===== config.mk =====
export PLATFORM = sky130hd
export DESIGN_NAME = twiddle_seq_flat
export DESIGN_NICKNAME = d
export VERILOG_FILES = /design/src/rtl/twiddle_seq_if.sv /design/src/rtl/twiddle_seq.sv /design/src/flat_wrapper.sv
export SDC_FILE = /design/constraint.sdc
export NUM_CORES = 1
export LEC_CHECK = 0
export ABC_AREA = 1
export CORE_AREA = 4 4 102 104
export DETAILED_ROUTE_END_ITERATION = 8
export DIE_AREA = 0 0 106 108
export GPL_TIMING_DRIVEN = 1
export PLACE_DENSITY_LB_ADDON = 0.3
export SYNTH_ARGS = -nofsm -noshare
export SYNTH_HDL_FRONTEND = slang
export SYNTH_SLANG_ARGS = --single-unit

===== constraint.sdc =====
create_clock -name clk -period 5.71 [get_ports clk]
set_clock_uncertainty 0.2 [all_clocks]
set_input_delay 1.142 -clock clk [delete_from_list [all_inputs] [get_ports clk]]
set_output_delay 1.142 -clock clk [all_outputs]
set_load 0.03 [all_outputs]

===== src/rtl/twiddle_seq_if.sv =====
// Stream-side bundle of the twiddle sequencer: word strobes in, rotator controls out.
// The twiddle_t layout (cos in the upper half) is shared by the sequencer and its consumers.
interface twiddle_seq_if #(
  parameter int TWIDDLE_WIDTH = 16
);
  typedef struct packed {
    logic signed [TWIDDLE_WIDTH-1:0] cos;
    logic signed [TWIDDLE_WIDTH-1:0] sin;
  } twiddle_t;

  logic     in_valid;
  logic     in_sof;
  twiddle_t twiddle;
  logic     sw;
  logic     out_valid;
  logic     sync_err;

  modport master (output in_valid, in_sof, input twiddle, sw, out_valid, sync_err);
  modport slave  (input in_valid, in_sof, output twiddle, sw, out_valid, sync_err);
endinterface


===== src/rtl/twiddle_seq.sv =====
// Twiddle/phase sequencer for one radix-2 DIF SDF stage: walks the interleaved re/im
// word stream and presents W(k) on the imag word of sample k and the real word of k+1.
module twiddle_seq #(
  parameter int FFT_LEN       = 256,
  parameter int STAGE         = 0,
  parameter int TWIDDLE_WIDTH = 16
) (
  input  logic          clk,
  input  logic          rst_n,
  twiddle_seq_if.slave  bus
);
  localparam int  T      = TWIDDLE_WIDTH;
  localparam int  LOGN   = $clog2(FFT_LEN);
  localparam int  CW     = LOGN + 1;
  localparam int  IDXW   = LOGN - 1;
  localparam int  HALF   = FFT_LEN / 2;
  localparam int  L      = FFT_LEN >> STAGE;
  localparam int  QMAX   = (1 << (T - 1)) - 1;
  localparam int  QMIN   = -(1 << (T - 1));
  localparam real SCALE  = 2.0 ** (T - 1);
  localparam real PI     = 3.14159265358979323846;
  localparam logic [LOGN-1:0]     L_MASK = LOGN'(L - 1);
  localparam logic [LOGN-1:0]     HALF_L = LOGN'(L / 2);
  localparam logic signed [T-1:0] UNITY  = T'(QMAX);

  // SV real-to-int casts round half away from zero; +1.0 clips to the max code.
  function automatic int tw_q(input real x);
    int v;
    v = int'(x * SCALE);
    if (v > QMAX) v = QMAX;
    else if (v < QMIN) v = QMIN;
    return v;
  endfunction

  logic signed [T-1:0] rom_cos [HALF];
  logic signed [T-1:0] rom_sin [HALF];

  for (genvar i = 0; i < HALF; i++) begin : g_rom
    localparam real ANG = 2.0 * PI * i / FFT_LEN;
    localparam int  C   = tw_q($cos(ANG));
    localparam int  S   = tw_q(-$sin(ANG));
    assign rom_cos[i] = C[T-1:0];
    assign rom_sin[i] = S[T-1:0];
  end

  logic [CW-1:0]       w, w_eff;
  logic [LOGN-1:0]     k, n;
  logic [IDXW-1:0]     idx;
  logic                p, upper;
  logic signed [T-1:0] tw_cos_q, tw_sin_q;
  logic                sw_q, out_valid_q, sync_err_q;

  // A frame marker forces this word to w=0 regardless of where the counter was.
  always_comb begin
    w_eff = bus.in_sof ? '0 : w;
    k     = w_eff[CW-1:1];
    p     = w_eff[0];
    n     = k & L_MASK;
    upper = (n >= HALF_L);
    idx   = IDXW'(n - HALF_L) << STAGE;
  end

  always_ff @(posedge clk or negedge rst_n) begin
    if (!rst_n) begin
      w           <= '0;
      tw_cos_q    <= UNITY;
      tw_sin_q    <= '0;
      sw_q        <= 1'b0;
      out_valid_q <= 1'b0;
      sync_err_q  <= 1'b0;
    end else begin
      out_valid_q <= bus.in_valid;
      sync_err_q  <= bus.in_valid & bus.in_sof & (w != '0);
      if (bus.in_valid) begin
        w    <= w_eff + 1'b1;
        sw_q <= p;
        // Twiddle only moves on the imaginary word, giving the rotator its one-word skew.
        if (p) begin
          tw_cos_q <= upper ? rom_cos[idx] : UNITY;
          tw_sin_q <= upper ? rom_sin[idx] : '0;
        end
      end
    end
  end

  assign bus.twiddle   = {tw_cos_q, tw_sin_q};
  assign bus.sw        = sw_q;
  assign bus.out_valid = out_valid_q;
  assign bus.sync_err  = sync_err_q;
endmodule


===== src/flat_wrapper.sv =====
// flat-port wrapper written by rule: the top's interface ports become plain ports
module twiddle_seq_flat 
#(
  parameter int FFT_LEN       = 256,
  parameter int STAGE         = 0,
  parameter int TWIDDLE_WIDTH = 16
)
  (clk, rst_n, bus_in_valid, bus_in_sof, bus_twiddle, bus_sw, bus_out_valid, bus_sync_err);
  twiddle_seq_if #(.TWIDDLE_WIDTH(TWIDDLE_WIDTH)) bus_i ();
  input  logic clk;
  input  logic rst_n;
  input wire logic [$bits(bus_i.in_valid)-1:0] bus_in_valid;
  input wire logic [$bits(bus_i.in_sof)-1:0] bus_in_sof;
  output wire logic [$bits(bus_i.twiddle)-1:0] bus_twiddle;
  output wire logic [$bits(bus_i.sw)-1:0] bus_sw;
  output wire logic [$bits(bus_i.out_valid)-1:0] bus_out_valid;
  output wire logic [$bits(bus_i.sync_err)-1:0] bus_sync_err;
  assign bus_i.in_valid = bus_in_valid;
  assign bus_i.in_sof = bus_in_sof;
  assign bus_twiddle = bus_i.twiddle;
  assign bus_sw = bus_i.sw;
  assign bus_out_valid = bus_i.out_valid;
  assign bus_sync_err = bus_i.sync_err;
  twiddle_seq #(.FFT_LEN(FFT_LEN), .STAGE(STAGE), .TWIDDLE_WIDTH(TWIDDLE_WIDTH)) u_core (.clk(clk), .rst_n(rst_n), .bus(bus_i));
endmodule

==> metrics list, run 1 <==
* Result of the run: complete, no violations
- Dividing the final minimum period by the clock period gives 0.7517.
- Crit Path Max Fanout: 23
* CTS buffer count: 5
- The initial utilization of the core area, before any placement, comes to 0.5413.
* Residual DRC count: 0
* Via density per instance: 6.318
- Worst-Margin Slew: 1005 ps
- Setup violations remaining at the end of the flow were counted as 0.
- The worst hold path belongs to the class flop to flop.
- The critical path ends at u_core.tw_cos_q[3].
- Kind of launch point of the worst setup path: input port
* Post-layout total power: between 0.0007 and 0.0008 W
- Counting flops with a built-in enable in the synthesized netlist gives 0.
- DRT Wirelength: roughly 22 mm
- In this run the tightest slew margin relative to its limit is 0.3303.
* GRT met2 Usage: 0.5565
- HPWL reported at the end of detailed placement: about 15 mm
- The worst register-to-register path ends at u_core.tw_sin_q[13].
- Fmax: around 230 MHz
- When the netlist entered floorplanning its net count stood at 900.
* Post-CTS Hold Fix Bufs: 0
- Fraction of registers with async set or reset after synthesis: 1.000
- Synthesis handed over a netlist of 880 instances.
- Across all layers, the routed design uses between 6000 and 7000 vias.
* Crit-path most repeated cell: nor2_1
* Worst voltage drop across the vdd grid: roughly 0.15 mV
- I/O pin count: 39
- Once routing completed, OpenROAD measured the worst setup slack at 1418 ps.
* Top cells by area, synth: nand2_1 22%, nand3_1 19%, dfrtp_1 14%
* Count of buffers added by post-CTS timing repair for setup: 0
* PwrDens: roughly 140 nW/um^2
- In this run the static leakage power is about 2.8 nW.
- Global placer's final weighted congestion: 1.069
- Prior to clock tree synthesis, the placed netlist has a worst setup slack of around 1200 ps.
- Vias in the first global route: 6044
* Detailed-router iteration count before antenna repair: 7
* Antenna diode count: 0
* Critical Path Slowest Stage Cell: clkdlybuf4s50_1
* Die height: ~110 um
* Cell with the most instances after synthesis: nand2_1
* Area leader, netlist: nand2_1
- The count of nets left with antenna violations once routing finished came out at 0.
* Row Count: 36
* Largest net degree at the start of global routing: 61
* Total track usage: 0.3888
* Core Area: between 9000 and 10000 um^2
- The initial antenna violation count came to 0.
- Class of the most critical setup path: input port to flop
* Post-route minimum period: roughly 4300 ps
- Yosys printed 0 warnings.
- Final Net Count: between 800 and 900
* Number of DRC markers after the initial detailed-route iteration: 1056
- Hold timing on the final database bottoms out at a slack of 294.9 ps.
* Routed length per placed instance: 21.44 um
- Hold Vio Cnt, Final: 0
- The final-report max-slew violation count came to 0.
- Setup repair after global routing left no endpoint under its margin.
- The clock tree synthesis step divided the H-tree into 2 levels.
* Met1 Use GR: 0.5238
* Die area: approximately 11000 um^2
- Portion of the post-synthesis area used by sequential elements: 0.2167
- The synthesized design contains between 40 and 50 register bits.
* Highest cell delay on the worst timing path: ~750 ps
- STA puts the critical path data required time at 5770 ps.
- The first global-routing pass estimated around 34 mm of wire.
* Post-cts sizing count: 0
* Unique masters post-synth: 39
* Number of buffers on the longest clock path: 2
- In the final layout, the share of cells above drive strength 1 is 0.09205.
- The global routing stage identified its most utilized layer as met2.
- Measured in cells, the most critical reg-to-reg path has a length of 9.
- Worst-path cell chain: clkdlybuf4s50_1 -> inv_6 -> nand2_1 -> ha_1 -> a21oi_1 -> nand2_1 -> a21oi_1 -> nor2_1 -> nor2_1 -> nor2_1 -> nor2_1
- Top flip-flop cell by instance count after synthesis: dfrtp_1
* Flop-to-flop setup slack: between 2000 and 2500 ps
- For this run, global-route usage on met3 was measured as 0.08239.
* Commonest cells post-synth: 304 x nand2_1, 201 x nand3_1, 60 x inv_1
- From synthesis to final layout, the design area changed by 7.262%.
* Summed negative setup slack over all endpoints: 0 ps
- For this design, the sink count on the clock tree is 44.
- CTS tree: done
* Syn Area/Cell: approximately 6 um^2
- The die is between 100 and 150 um wide.
* Root buffer selected by CTS: clkbuf_8
- After global routing the overflow that remains totals 0.
- Startpoint of the most critical register-to-register path: u_core.w[7]
* Number of maximum-capacitance constraint violations: 0
- Combined area of all synthesized cells: slightly above 5000 um^2
- STA puts the critical path data arrival time at around 4400 ps.
- STA classifies the critical path endpoint as a flop.
- Clock latency on the worst-skew pair: a little over 300 ps
- In this run the worst setup path begins at bus_in_sof.
- Of the post-synthesis cell area, the dominant cell type holds 0.2208.
- Port buffering added 38 buffers.
* Clock-pin transition on the worst setup and hold timing paths: about 80 ps
## layout make-up
| type | count | area, um^2 |
|---|---|---|
| clock buffers | 7 | 86.33 |
| flip-flops and latches | 44 | 1120 |
| well taps | 133 | 166.4 |
| fillers | 1020 | 4005 |
| clock inverters | 1 | 7.507 |
| repair buffers | 44 | 432.9 |
| multi-input cells | 716 | 3471 |
| inverters | 68 | 260.3 |
## per-layer routing
metal / part of all wire / vias to the layer above / wire [um]
li1: - / 2881 / -
met1: 0.39 / 2889 / 8535
met2: 0.41 / 511 / 8877
met3: 0.12 / 119 / 2607
met4: 0.078 / 0 / 1694
met5: 0 / - / 0
## cell usage in the layout, fill, tap and decap left out
| master | synthesis | final |
|---|---|---|
| a21boi_0 | 1 | 1 |
| a21oi_1 | 41 | 41 |
| a31oi_1 | 1 | 1 |
| a41oi_1 | 1 | 1 |
| buf_12 | 1 | 1 |
| buf_2 | 27 | 1 |
| buf_4 | 7 | 5 |
| clkbuf_1 | 10 | 1 |
| clkbuf_8 | 0 | 6 |
| clkdlybuf4s50_1 | 0 | 37 |
| clkinv_1 | 1 | 1 |
| clkinvlp_4 | 0 | 1 |
| dfrtp_1 | 29 | 29 |
| dfstp_2 | 15 | 15 |
| ha_1 | 16 | 16 |
| inv_1 | 60 | 60 |
| inv_2 | 6 | 6 |
| inv_6 | 1 | 1 |
| nand2_1 | 304 | 304 |
| nand2_2 | 8 | 8 |
| nand2_4 | 5 | 5 |
| nand3_1 | 201 | 201 |
| nand3_2 | 9 | 9 |
| nand4_1 | 9 | 9 |
| nor2_1 | 47 | 47 |
| nor2_2 | 6 | 6 |
| nor2_4 | 2 | 2 |
| nor2_8 | 1 | 1 |
| nor3_1 | 1 | 1 |
| nor3_2 | 1 | 1 |
| o211ai_1 | 4 | 4 |
| o21a_1 | 2 | 2 |
| o21ai_0 | 26 | 26 |
| o21ai_1 | 8 | 8 |
| o221ai_1 | 1 | 1 |
| o22ai_1 | 1 | 1 |
| o31ai_1 | 1 | 1 |
| or2_2 | 13 | 13 |
| xnor2_1 | 2 | 2 |
| xor2_1 | 4 | 4 |
## worst min-delay path by stage
stage                                    from             endpoint  slack [ps]  depth (start not counted)
final                      u_core.tw_sin_q[0]   u_core.tw_sin_q[0]         290                          2
after global routing       u_core.tw_sin_q[0]   u_core.tw_sin_q[0]         310                          2
after CTS                  u_core.tw_sin_q[9]   u_core.tw_sin_q[9]         290                          2
after detailed placement   u_core.tw_sin_q[9]   u_core.tw_sin_q[9]         270                          2
after global placement    u_core.tw_sin_q[10]  u_core.tw_sin_q[10]         270                          2
after floorplan                   u_core.w[0]          u_core.w[0]         300                          2
## where the power goes
group          internal, W  leakage [nW]  switching [W]
Combinational    0.0000655          2.18       0.000183
Clock            0.0000984        0.0445       0.000111
Sequential        0.000317         0.553     0.00000827
## logic make-up (layout without fill, tap and decap cells)
| logic type | after synthesis | after routing | synth area share |
|---|---|---|---|
| XOR/XNOR | 6 | 6 | 0.01017 |
| AO/OA/AOI/OAI | 87 | 87 | 0.09005 |
| flip-flops | 44 | 44 | 0.2167 |
| buffers and inverters | 120 | 120 | 0.1118 |
| AND/OR/NAND/NOR | 607 | 607 | 0.5326 |
| adder cells (fa/ha/maj) | 16 | 16 | 0.03873 |
## state kept, by name, indices dropped and copies added, names as in the netlist
| name | flops |
|---|---|
| u_core.w | 9 |
| u_core.bus.out_valid | 1 |
| u_core.tw_sin_q | 16 |
| u_core.tw_cos_q | 16 |
| u_core.bus.sync_err | 1 |
| u_core.bus.sw | 1 |
## critical path: cells and delay by family
kind / cells / cell delay (ps)
compound gates: 2 / 730
simple gates: 6 / 870
fa+ha+maj: 1 / 460
buf+inv: 2 / 1140
## stage by stage
step	util	std cells	area [um^2]
global placement	0.5708	1005	5450
finish	0.5806	1013	5544
CTS	0.5806	1013	5544
global route	0.5806	1013	5544
floorplan	-	880	5169
detailed placement	0.5708	1005	5450
(Power assumes the default switching activity.)
==> inputs of run 2 (changes only) <==
Clock period 5.71 ns to 3.55 ns, I/O delays scaled along.
==> metrics list, run 2 (same netlist as run 1, synthesis figures left out) <==
- Result of the run: complete, no violations (unchanged).
* Final worst path period share: 0.9139
- The signed area change from the synthesized netlist to the final layout is 11.76% (was 7.262%).
* CTS tree: done (unchanged)
- I/O Buffers: 38 (unchanged)
- The static leakage power is 2.920 nW (was 2.774 nW).
- RSZ-0062 raised after global routing: no (unchanged).
- The clock root buffer is clkbuf_8 (unchanged).
- Worst voltage drop across the vdd grid: 0.2351 mV (was 0.1481 mV)
- The placeable core region is 9549 um^2 (unchanged).
* Global placer's final weighted congestion: 1.182 (was 1.069)
- Clock latency on the worst-skew pair: 300 ps (was 310 ps)
- Initial antenna violation count: 0 (unchanged)
- Post-CTS Hold Fix Bufs: 0 (unchanged)
- The number of core rows is 36 (unchanged).
* Maximum level of the CTS H-tree: 2 (unchanged)
- The via count of the first global-routing pass was 6397 (was 6044).
- Post-route ant nets: 0 (unchanged)
- Register-to-Register Path Depth: 9 (unchanged)
- The most common cell after layout, fill and taps aside was nand2_1 (unchanged).
- The register-to-register setup slack came to 800 ps (was 2340 ps).
* Total track usage: 0.4032 (was 0.3888)
- The placed wire-length estimate came to 16.58 mm (was 15.39 mm).
* HP Start: u_core.tw_sin_q[3] (was u_core.tw_sin_q[0])
* Hold Path Class: flop to flop (unchanged)
- Number of DRC markers after the initial detailed-route iteration: 1071 (was 1056)
- FF+latch area: 1120 um^2 (unchanged)
* Largest net degree at the start of global routing: 61 (unchanged)
- The delay contributed by the slowest stage of the critical path is 560 ps (was 750 ps).
- The die boundary height was 108 um (unchanged).
- The areal power density over the cells came to 221.1 nW/um^2 (was 141.3 nW/um^2).
- The combined area of the multi-input logic cells is 3471 um^2 (unchanged).
- Crit Path Max Fanout: 21 (was 23)
- Crit path arrival time: 3250 ps (was 4350 ps)
* Die area: 11450 um^2 (unchanged)
- The count of maximum capacitance violations is 0 (unchanged).
* Detailed-router iteration count before antenna repair: 6 (was 7)
- The number of nets in the layout came to 925 (was 899).
* Endpoint class of the critical path: flop (unchanged)
* CTS buffer count: 5 (unchanged)
* Final-report max-slew violation count: 0 (unchanged)
- Post-cts sizing count: 0 (unchanged)
- Initial core utilization: 0.5413 (unchanged)
* Post-route minimum period: 3244 ps
- The cell area after placement came to 5683 um^2 (was 5450 um^2).
* Routed length per placed instance: 21.85 um (was 21.44 um)
- Worst max-slew margin expressed relative to the limit: 0.3446 (was 0.3303)
- Layout cell share with drive strength beyond 1: 0.1181 (was 0.09205)
* Post-route standard cell area excluding fillers: 5777 um^2 (was 5544 um^2)
- Worst Hold End: u_core.tw_sin_q[3] (was u_core.tw_sin_q[0])
- Summed negative setup slack over all endpoints: 0 ps (unchanged)
- Post-layout total power: 0.001277 W (was 0.0007832 W)
- Clock-pin transition on the worst setup and hold timing paths: 90 ps (was 80 ps)
* Critical R2R Capture: u_core.tw_cos_q[8] (was u_core.tw_sin_q[13])
- Hold slack: 287.3 ps (was 294.9 ps)
- Number of instances on the worst hold path: 2 (unchanged)
- Width of the die: 106 um (unchanged)
* Count of buffers added by post-CTS timing repair for setup: 0 (unchanged)
- Biggest regs: u_core.tw_cos_q (16), u_core.tw_sin_q (16), u_core.w (9) (unchanged)
- The number of placed I/O pins was 39 (unchanged).
* Hold Vio Cnt, Final: 0 (unchanged)
- Total number of clock tree sinks: 44 (unchanged)
* Most frequent cells in the layout: 304 x nand2_1, 201 x nand3_1, 60 x inv_1, 47 x nor2_1, 41 x a21oi_1 (unchanged)
* Leftover overflow at the end of global routing: 0 (unchanged)
* Class of the most critical setup path: input port to flop (unchanged)
* Worst-path cell chain: clkdlybuf4s50_1 -> inv_6 -> buf_4 -> nand2_2 -> buf_4 -> nor2_2 -> a21boi_0 -> nor2_1 -> nand2_1 -> nand2_1 -> nand3_1 -> nand2_1 (was clkdlybuf4s50_1 -> inv_6 -> nand2_1 -> ha_1 -> a21oi_1 -> nand2_1 -> a21oi_1 -> nor2_1 -> nor2_1 -> nor2_1 -> nor2_1)
- Kind of launch point of the worst setup path: input port (unchanged)
- Fmax: between 300 and 400 MHz
* Crit-path most repeated cell: nand2_1 (was nor2_1)
- First-pass GRT wire length: 35.25 mm (was 34.10 mm)
* Vias post-DR: 6587 (was 6400)
- Residual DRC count: 0 (unchanged)
* Required time reported for the critical path endpoint: 3560 ps (was 5770 ps)
* Fill cell count: 1017 (was 1020)
- Via density per instance: 6.340 (was 6.318)
- The slowest library cell on the worst path was clkdlybuf4s50_1 (unchanged).
- Final setup viols: 0 (unchanged)
- Startpoint of the most critical register-to-register path: u_core.w[4] (was u_core.w[7])
- The slew at the pin with the worst max-slew slack came to 983.1 ps (was 1005 ps).
- DRT Wirelength: 22.70 mm (was 21.71 mm)
- The number of buffers between clock root and the deepest sink was 2 (unchanged).
- The utilization after layout was 0.6050 (was 0.5806).
- The diode insertion count for antenna repair was 0 (unchanged).
-- run 2: cell types whose count changed in the layout (fill, tap and decap cells not counted), sizes merged --
cell  before  now
buf        7   33
-- run 2: where the power goes --
part	total, W	switching (W)	internal [W]
registers	0.000523	0.0000136	0.000510
clock network	0.000341	0.000183	0.000158
logic	0.000413	0.000300	0.000114
total	0.00128	0.000496	0.000782
-- run 2: worst max path at each step --
| stage | from | end | slack [ps] | cells past startpoint |
|---|---|---|---|---|
| 4_1_cts | bus_in_sof | u_core.tw_sin_q[1] | 390 | 12 |
| 3_3_place_gp | bus_in_sof | u_core.tw_sin_q[1] | 70 | 12 |
| 3_5_place_dp | bus_in_sof | u_core.tw_sin_q[1] | 70 | 12 |
| 5_1_grt | bus_in_sof | u_core.tw_sin_q[9] | 190 | 14 |
| 2_1_floorplan | bus_in_sof | u_core.tw_sin_q[9] | 750 | 14 |
| 6_report | bus_in_sof | u_core.tw_sin_q[1] | 310 | 12 |
-- run 2: final cells by class --
cell class                 instances  area share
inverter                          68     0.04505
tap                              133     0.02881
clock inverter                     1    0.001300
multi-input combinational        716      0.6008
timing repair buffer              70      0.1152
sequential                        44      0.1938
clock buffer                       7     0.01494
-- run 2: worst max-delay path: cells and delay by family --
family          cells  cell delay [ps]
compound gates      1              360
buf+inv             4             1260
simple gates        7              900
-- run 2: per-layer routing --
metal  part of all wire  global-route usage  up-vias
met3               0.14              0.1116      150
met1               0.36              0.4996     2956
met2               0.42              0.6061      560
li1                   -                   -     2921
met4              0.083              0.2858        0
met5                  0                   0        -
-- run 2: through the flow --
step | std cells | setup slack, ps
after floorplan | 880 | 748.8
after global placement | 1031 | 65.94
after detailed placement | 1031 | 66.24
after CTS | 1039 | 387.9
after global routing | 1039 | 192.7
final | 1039 | 305.6
==> inputs of run 3 (changes only) <==
Settings changed: PLACE_DENSITY set to 0.75, PLACE_DENSITY_LB_ADDON 0.3 to unset.
==> metrics list, run 3 (same netlist as run 1, synthesis figures left out) <==
* Result of the run: complete, no violations (unchanged)
- The slowest library cell on the worst path is a21oi_1 (was clkdlybuf4s50_1).
- The placeable core region came to 9549 um^2 (unchanged).
- RSZ-0062 raised after global routing: no (unchanged)
- Worst-path cell chain: clkdlybuf4s50_1 -> inv_6 -> nand2_1 -> ha_1 -> a21oi_1 -> nand2_1 -> nand3_1 -> nand3_1 -> nand3_1 -> nand3_1 -> nand2_1 -> inv_1 (was clkdlybuf4s50_1 -> inv_6 -> buf_4 -> nand2_2 -> buf_4 -> nor2_2 -> a21boi_0 -> nor2_1 -> nand2_1 -> nand2_1 -> nand3_1 -> nand2_1).
- Post-cts sizing count: 0 (unchanged)
- The placed wire-length estimate is 16.16 mm (was 16.58 mm).
- Clock-pin transition on the worst setup and hold timing paths: 90 ps (about the same)
* Crit path arrival time: 3240 ps (was 3250 ps)
- The clock latency of the later-clocked register in the worst-skew pair is 310 ps (was 300 ps).
* Global placer's final weighted congestion: 1.150 (was 1.182)
- The portion of the clock cycle consumed by the worst path in the final layout came to 0.8957 (was 0.9139).
- First-pass GRT wire length: 34.51 mm (was 35.25 mm)
- Worst Path Buf+Inv: 3 (was 4)
- The total congestion overflow was 0 (unchanged).
* Hold slack: 289.3 ps (was 287.3 ps)
- Final cell utilization of the core: 0.6044 (was 0.6050)
* Most frequent cells in the layout: 304 x nand2_1, 201 x nand3_1, 60 x inv_1, 47 x nor2_1, 41 x a21oi_1 (unchanged)
- The delay contributed by the slowest stage of the critical path came to 540 ps (was 560 ps).
- PwrDens: 221.6 nW/um^2 (was 221.1 nW/um^2)
* I/O pin count: 39 (unchanged)
- The fmax was 314.5 MHz (was 308.2 MHz).
* CTS buffer count: 5 (unchanged)
* Worst voltage drop across the vdd grid: 0.2561 mV (was 0.2351 mV)
- Row Count: 36 (unchanged)
- The count of vias placed by the detailed router was 6601 (was 6587).
- Cell family contributing the most delay on the critical path: simple AND/OR/NAND/NOR gates (was buffers and inverters)
* Required time reported for the critical path endpoint: 3610 ps (was 3560 ps)
- DRT Wirelength: 22.11 mm (was 22.70 mm)
* Number of buffers on the longest clock path: 2 (unchanged)
- Residual DRC count: 0 (unchanged)
- The routed wirelength normalized by instance count is 21.36 um (was 21.85 um).
* Hold Vio Cnt, Final: 0 (unchanged)
- Post-layout total power: 0.001279 W (was 0.001277 W)
- The via count of the first global-routing pass came to 6301 (was 6397).
* Via density per instance: 6.378 (was 6.340)
- FF+latch area: 1120 um^2 (unchanged)
- Root buffer selected by CTS: clkbuf_8 (unchanged)
- Biggest regs: u_core.tw_cos_q (16), u_core.tw_sin_q (16), u_core.w (9) (unchanged)
- The kind of start point of the critical path is an input port (unchanged).
- The fraction of layout instances using a drive strength above 1 is 0.1142 (was 0.1181).
- The worst setup slack before clock tree synthesis was 188.5 ps (was 66.24 ps).
* Die height: 108 um (unchanged)
- Initial antenna violation count: 0 (unchanged)
* Die area: 11450 um^2 (unchanged)
- The static leakage power is 2.915 nW (was 2.920 nW).
- Detailed-router iteration count before antenna repair: 8 (was 6)
- Post-route ant nets: 0 (unchanged)
- Endpoint class of the critical path: flop (unchanged)
- Crit Path Max Fanout: 7 (was 21)
* Area taken by multi-input logic gates: 3471 um^2 (unchanged)
* CTS tree: done (unchanged)
- Total number of clock tree sinks: 44 (unchanged)
- I/O Buffers: 38 (unchanged)
- The die boundary width was 106 um (unchanged).
* Total track usage: 0.3896 (was 0.4032)
* Final Net Count: 921 (was 925)
- Final-report max-slew violation count: 0 (unchanged)
- Antenna diode count: 0 (unchanged)
* Number of DRC markers after the initial detailed-route iteration: 1412 (was 1071)
- The total negative setup slack is 0 ps (unchanged).
- The count of maximum capacitance violations came to 0 (unchanged).
* Worst-Margin Slew: 1003 ps (was 983.1 ps)
* Synth-to-Final Area Change: 11.67% (was 11.76%)
* Class of the most critical setup path: input port to flop (unchanged)
* Setup WS post-layout: 370.2 ps (was 305.6 ps)
- The most common cell after layout, fill and taps aside was nand2_1 (unchanged).
- Final setup viols: 0 (unchanged)
- Post-route minimum period: 3180 ps (was 3244 ps)
* Worst max-slew margin expressed relative to the limit: 0.3311 (was 0.3446)
- The classification of the worst-slack hold path was flop to flop (unchanged).
- The post-CTS repair timing setup buffer count is 0 (unchanged).
- Maximum level of the CTS H-tree: 2 (unchanged)
- The final-layout fill cell count is 965 (was 1017).
- Crit-path most repeated cell: nand3_1 (was nand2_1)
- The hold-fix buffer count after cts is 0 (unchanged).
- Initial core utilization: 0.5413 (unchanged)
- Largest net degree at the start of global routing: 61 (unchanged)
## run 3: through the flow
stage	cells	instance area, um^2
floorplan	880	5169
global placement	1027	5678
detailed placement	1027	5678
CTS	1035	5772
global route	1035	5772
finish	1035	5772
## run 3: final timing paths
path,depth (start not counted),slack (ps),endpoint,from
worst max-delay path,12,370,u_core.tw_cos_q[9],bus_in_sof
worst min-delay path,2,290,u_core.tw_sin_q[11],u_core.tw_sin_q[11]
worst max register to register,10,810,u_core.tw_cos_q[9],u_core.w[2]
worst min register to register,2,290,u_core.tw_sin_q[11],u_core.tw_sin_q[11]
max in group asynchronous,1,2170,u_core.w[1],rst_n
min in group asynchronous,1,350,u_core.tw_sin_q[2],rst_n
## run 3: routing by layer
| metal | track usage | routed length (um) | up-vias |
|---|---|---|---|
| li1 | - | - | 2911 |
| met4 | 0.2673 | 1848 | 0 |
| met3 | 0.09433 | 3107 | 152 |
| met5 | 0 | 0 | - |
| met2 | 0.5947 | 9318 | 575 |
| met1 | 0.4874 | 7831 | 2963 |
## run 3: final cells by class
cell class,instances,share of cell area
Clock buffer,7,0.01496
Clock inverter,1,0.001301
Inverter,68,0.04509
Multi-Input combinational cell,716,0.6013
Sequential cell,44,0.1940
Tap cell,133,0.02883
Timing Repair Buffer,66,0.1145
## run 3: worst reg2reg max path, delay by kind of cell, from the launching register on
kind	cells	cell delay, ps
flip-flops	1	490
AND/OR/NAND/NOR	7	960
adder cells (fa/ha/maj)	1	450
buffers and inverters	1	40
AO/OA/AOI/OAI	1	540
## run 3: power breakdown
part           total, W  switching, W  internal, W
sequential     0.000521     0.0000110     0.000510
combinational  0.000411      0.000301     0.000110
clock          0.000348      0.000189     0.000159
total           0.00128      0.000501     0.000778
==> edit 1 (flow settings as in run 2) <==
`FFT_LEN` is set to 256 in 2 places; all go to 512.
--- a/src/rtl/twiddle_seq.sv
+++ b/src/rtl/twiddle_seq.sv
@@ -3,3 +3,3 @@
 module twiddle_seq #(
-  parameter int FFT_LEN       = 256,
+  parameter int FFT_LEN       = 512,
   parameter int STAGE         = 0,
--- a/src/flat_wrapper.sv
+++ b/src/flat_wrapper.sv
@@ -3,3 +3,3 @@
 #(
-  parameter int FFT_LEN       = 256,
+  parameter int FFT_LEN       = 512,
   parameter int STAGE         = 0,
Behaviour: no difference found for any inputs over 4 cycles, from zero or initial values and one cycle with rst_n low; that may be too few to reach the edited logic, so the function may still have changed.
==> edit 1 against run 2 <==
- the run now fails in global routing (5_1_grt)
- area after synthesis grew 42%
==> edit 1: results (changes against run 2) <==
stage;metric;value;unit;change
clocking;post_cts_buffers;0;;unchanged
logic_synthesis;synthTopCellsByCount;537 x nand2_1, 283 x nand3_1, 103 x nor2_1, 81 x inv_1, 73 x a21oi_1;;
outcome;firstError;[ERROR GRT-0116] Global routing finished with congestion. Check the congestion regions in the DRC Viewer.;;
logic_synthesis;netlist_area;7320;µm²;+42%
logic_synthesis;async_flop_share;100;%;unchanged
global_route;grt_max_degree;52;;
place;place_congestion;1.57;;+33%
clocking;clock_path_buffers;2;;unchanged
clocking;cts-resized-gates;0;;unchanged
logic_synthesis;ys_ff_latch;45;;+2.3%
place;placed_area;7880;µm²;+39%
outcome;status;stopped before the end;;
clocking;cts-htree-levels;2;;unchanged
outcome;lastStage;global routing (5_1_grt);;
clocking;clock-root-buffer;clkbuf_8;;
logic_synthesis;yosys_most_used_dff;dfrtp_1;;
logic_synthesis;ys_seq_area_share;15.6;%;-6.0 points
logic_synthesis;synth_nets;1397;;+55%
logic_synthesis;ys_top_cells_by_area;nand2_1 28%, nand3_1 19%, dfrtp_1 10%;;
logic_synthesis;synth_cell_types;41;;+5.1%
place;port_buffers;38;;unchanged
place;dpl.hpwl;26.3;mm;+59%
clocking;cts_inserted_buffers;5;;unchanged
global_route;grt_pass1_vias;11600;;
global_route;grt_overflow;77;;
global_route;grtUsageTotal;74.6;%;
global_route;grt_pass1_wl;65.3;mm;
logic_synthesis;ys_warn_count;0;;unchanged
## edit 1: changes by cell type after synthesis, moves of 7 or more
cell	before	now
nor2_1	47	103
nand4_1	9	2
o21ai_1	8	17
buf_2	27	41
inv_1	60	81
a21oi_1	41	73
clkbuf_1	10	18
o21ai_0	26	51
nand3_1	201	283
nand2_1	304	537
## edit 1: kinds of logic after synthesis
logic type      synth area share, %
buf+inv                        11.6
xor+xnor                      0.837
fa+ha+maj                      2.22
flops                          15.6
simple gates                   57.9
compound gates                 11.9
## edit 1: stage by stage
step | util [%] | worst slack (ns) | hold slack, ns | std cells
after global placement | 82.5 | 0.0831 | 0.260 | 1522
after detailed placement | 82.5 | 0.0369 | 0.262 | 1522
after CTS | 83.9 | 0.334 | 0.279 | 1530
after floorplan | - | 0.424 | 0.214 | 1380
## edit 1: per-layer routing
| metal | track usage [%] | GRT overflow |
|---|---|---|
| met2 | 88.0 | 22 |
| met4 | 71.0 | 47 |
| met3 | 60.8 | 2 |
| met5 | 28.1 | 4 |
| met1 | 77.4 | 2 |
==> edit 2 (flow settings as in run 2) <==
Without the edit above. Reset style: synchronous (`rst_n`), changed in one clocked block.
--- a/src/rtl/twiddle_seq.sv
+++ b/src/rtl/twiddle_seq.sv
@@ -62,3 +62,3 @@
 
-  always_ff @(posedge clk or negedge rst_n) begin
+  always_ff @(posedge clk) begin
     if (!rst_n) begin
Check against the original RTL: differs if rst_n is asserted again (counterexample within 4 cycles, from zero or initial values and one cycle with rst_n low); with rst_n held inactive, the same outputs for 10 cycles.
==> edit 2 against run 2 <==
- the run now ends with design-rule violations left
- count of clock-buffer cells in the layout decreased by 2
- sequential cell count is the same
- wire length grew 19%
- hold slack got worse by 0.018 ns
- design area is 9.6% higher
- setup slack got worse by 0.031 ns
- area after synthesis rose by 8.5%
- critical path type unchanged
- critical endpoint is now u_core.tw_cos_q[11]
- largest cell class unchanged
Power is not compared: it rests on default switching activity, and its combinational part moved more than twofold at a synthesized area within 25%.
==> edit 2: results (changes against run 2) <==
stage;metric;value;unit;change
worst_setup_path;r2r-start;u_core.w[2];;
logic_synthesis;ys_top_cells_by_area;nand2_1 27%, nand3_1 22%, dfxtp_1 16%;;
worst_setup_path;cpPeakStageDelay;0.50;ns;-0.06 ns
worst_setup_path;slowest_stage;clkdlybuf4s50_1;;
worst_setup_path;cpLargestDelayFamily;simple AND/OR/NAND/NOR gates;;
worst_hold_path;hold_path_end;u_core.tw_sin_q[10];;
logic_synthesis;ys_seq_area_share;15.7;%;-6.0 points
route;dr.first_iter.drc_count;1614;;+51%
global_route;grt_pass1_wl;41.4;mm;+18%
place;dpl.hpwl;19.1;mm;+15%
worst_hold_path;min_from;u_core.tw_sin_q[10];;
timing;worst_pin_slew;0.672;ns;-0.311 ns
global_route;grt_use_met2;70.3;%;+9.7 points
place;place_ws;0.0782;ns;+0.0119 ns
logic_synthesis;async_flop_share;0;%;-100 points
clocking;clk_pin_slew;0.10;ns;
global_route;grt_use_met3;18.2;%;+7.0 points
logic_synthesis;synthAdderAreaFrac;3.79;%;-0.080 points
logic_synthesis;postSynthCellCount;1047;;+19%
global_route;grt_pass1_vias;7434;;+16%
logic_synthesis;synth_nets;1068;;+19%
place;place_congestion;1.16;;-1.8%
finish;fin_nets;1098;;+19%
route;wl_per_cell;22.2;µm;+1.8%
route;dr_total_vias;8046;;+22%
outcome;violations;design-rule violations;;
worst_setup_path;r2r_cells;14;;+5
route;route.detailed.drc;15;;+15
worst_setup_path;rrSetupSlack;0.66;ns;-0.14 ns
logic_synthesis;synth_cell_types;40;;+2.6%
clocking;cts_inserted_buffers;5;;unchanged
worst_setup_path;crit_arrival;3.29;ns;+0.04 ns
finish;layoutNonFillerInstCount;1211;;+17%
route;route.met2.wl;10.8;mm;+14%
worst_setup_path;timing.rr.end;u_core.tw_cos_q[11];;
logic_synthesis;synthTopCellsByCount;406 x nand2_1, 249 x nand3_1, 76 x a21oi_1, 50 x nor2_1, 44 x dfxtp_1;;
finish;drive_gt1_share;9.28;%;-2.5 points
global_route;grt_max_degree;71;;+16%
route;wl_met3;4.48;mm;+41%
worst_setup_path;crit_fanout;7;;-67%
logic_synthesis;synth_compound_gate_area_share;11.4;%;+2.4 points
route;drt-pass1-iter-count;9;;+3
outcome;status;finished, violations left;;
logic_synthesis;yosys_most_used_dff;dfxtp_1;;
clocking;clk_latency;0.34;ns;+0.04 ns
edit 2: changes by cell type in the layout (fill, tap and decap cells not counted), moves of 11 or more:
cell     change
a21oi_1     +35
buf_4       +25
dfrtp_1     -29
dfstp_2     -15
dfxtp_1     +44
inv_1       -20
nand2_1    +102
nand3_1     +48
or2_2       -11
edit 2: layout make-up:
type,count,area (µm²)
clock buffers,5,68.8
clock inverters,3,46.3
fillers,987,3220
inverters,51,194
multi-input cells,881,4140
flip-flops and latches,44,881
well taps,133,166
repair buffers,94,838
edit 2: worst max path at each step:
stage	endpoint	depth (start not counted)
6_report	u_core.tw_cos_q[11]	16
5_1_grt	u_core.tw_cos_q[2]	14
4_1_cts	u_core.tw_cos_q[11]	16
3_5_place_dp	u_core.tw_cos_q[11]	16
3_3_place_gp	u_core.tw_cos_q[2]	14
2_1_floorplan	u_core.tw_cos_q[5]	17
edit 2: stage by stage:
| step | hold WS [ns] | cell area [µm²] | utilization (%) |
|---|---|---|---|
| 6_report | 0.269 | 6330 | 66.3 |
| 5_1_grt | 0.298 | 6330 | 66.3 |
| 4_1_cts | 0.272 | 6330 | 66.3 |
| 3_5_place_dp | 0.256 | 6210 | 65.1 |
| 3_3_place_gp | 0.250 | 6210 | 65.1 |
| 2_1_floorplan | 0.258 | 5610 | - |
edit 2: report_power, final:
part / total, mW / switching (mW) / internal, mW
Sequential: 0.510 / 0.00687 / 0.503
Combinational: 0.187 / 0.131 / 0.0560
Clock: 0.441 / 0.227 / 0.213
edit 2: kinds of logic (layout without fill, tap and decap cells):
| family | count (synthesis) | in the layout |
|---|---|---|
| DFF | 44 | 44 |
| and+or+nand+nor | 744 | 744 |
| buffers and inverters | 122 | 153 |
| adders and majority gates | 17 | 17 |
| AOI/OAI and AO/OA | 120 | 120 |
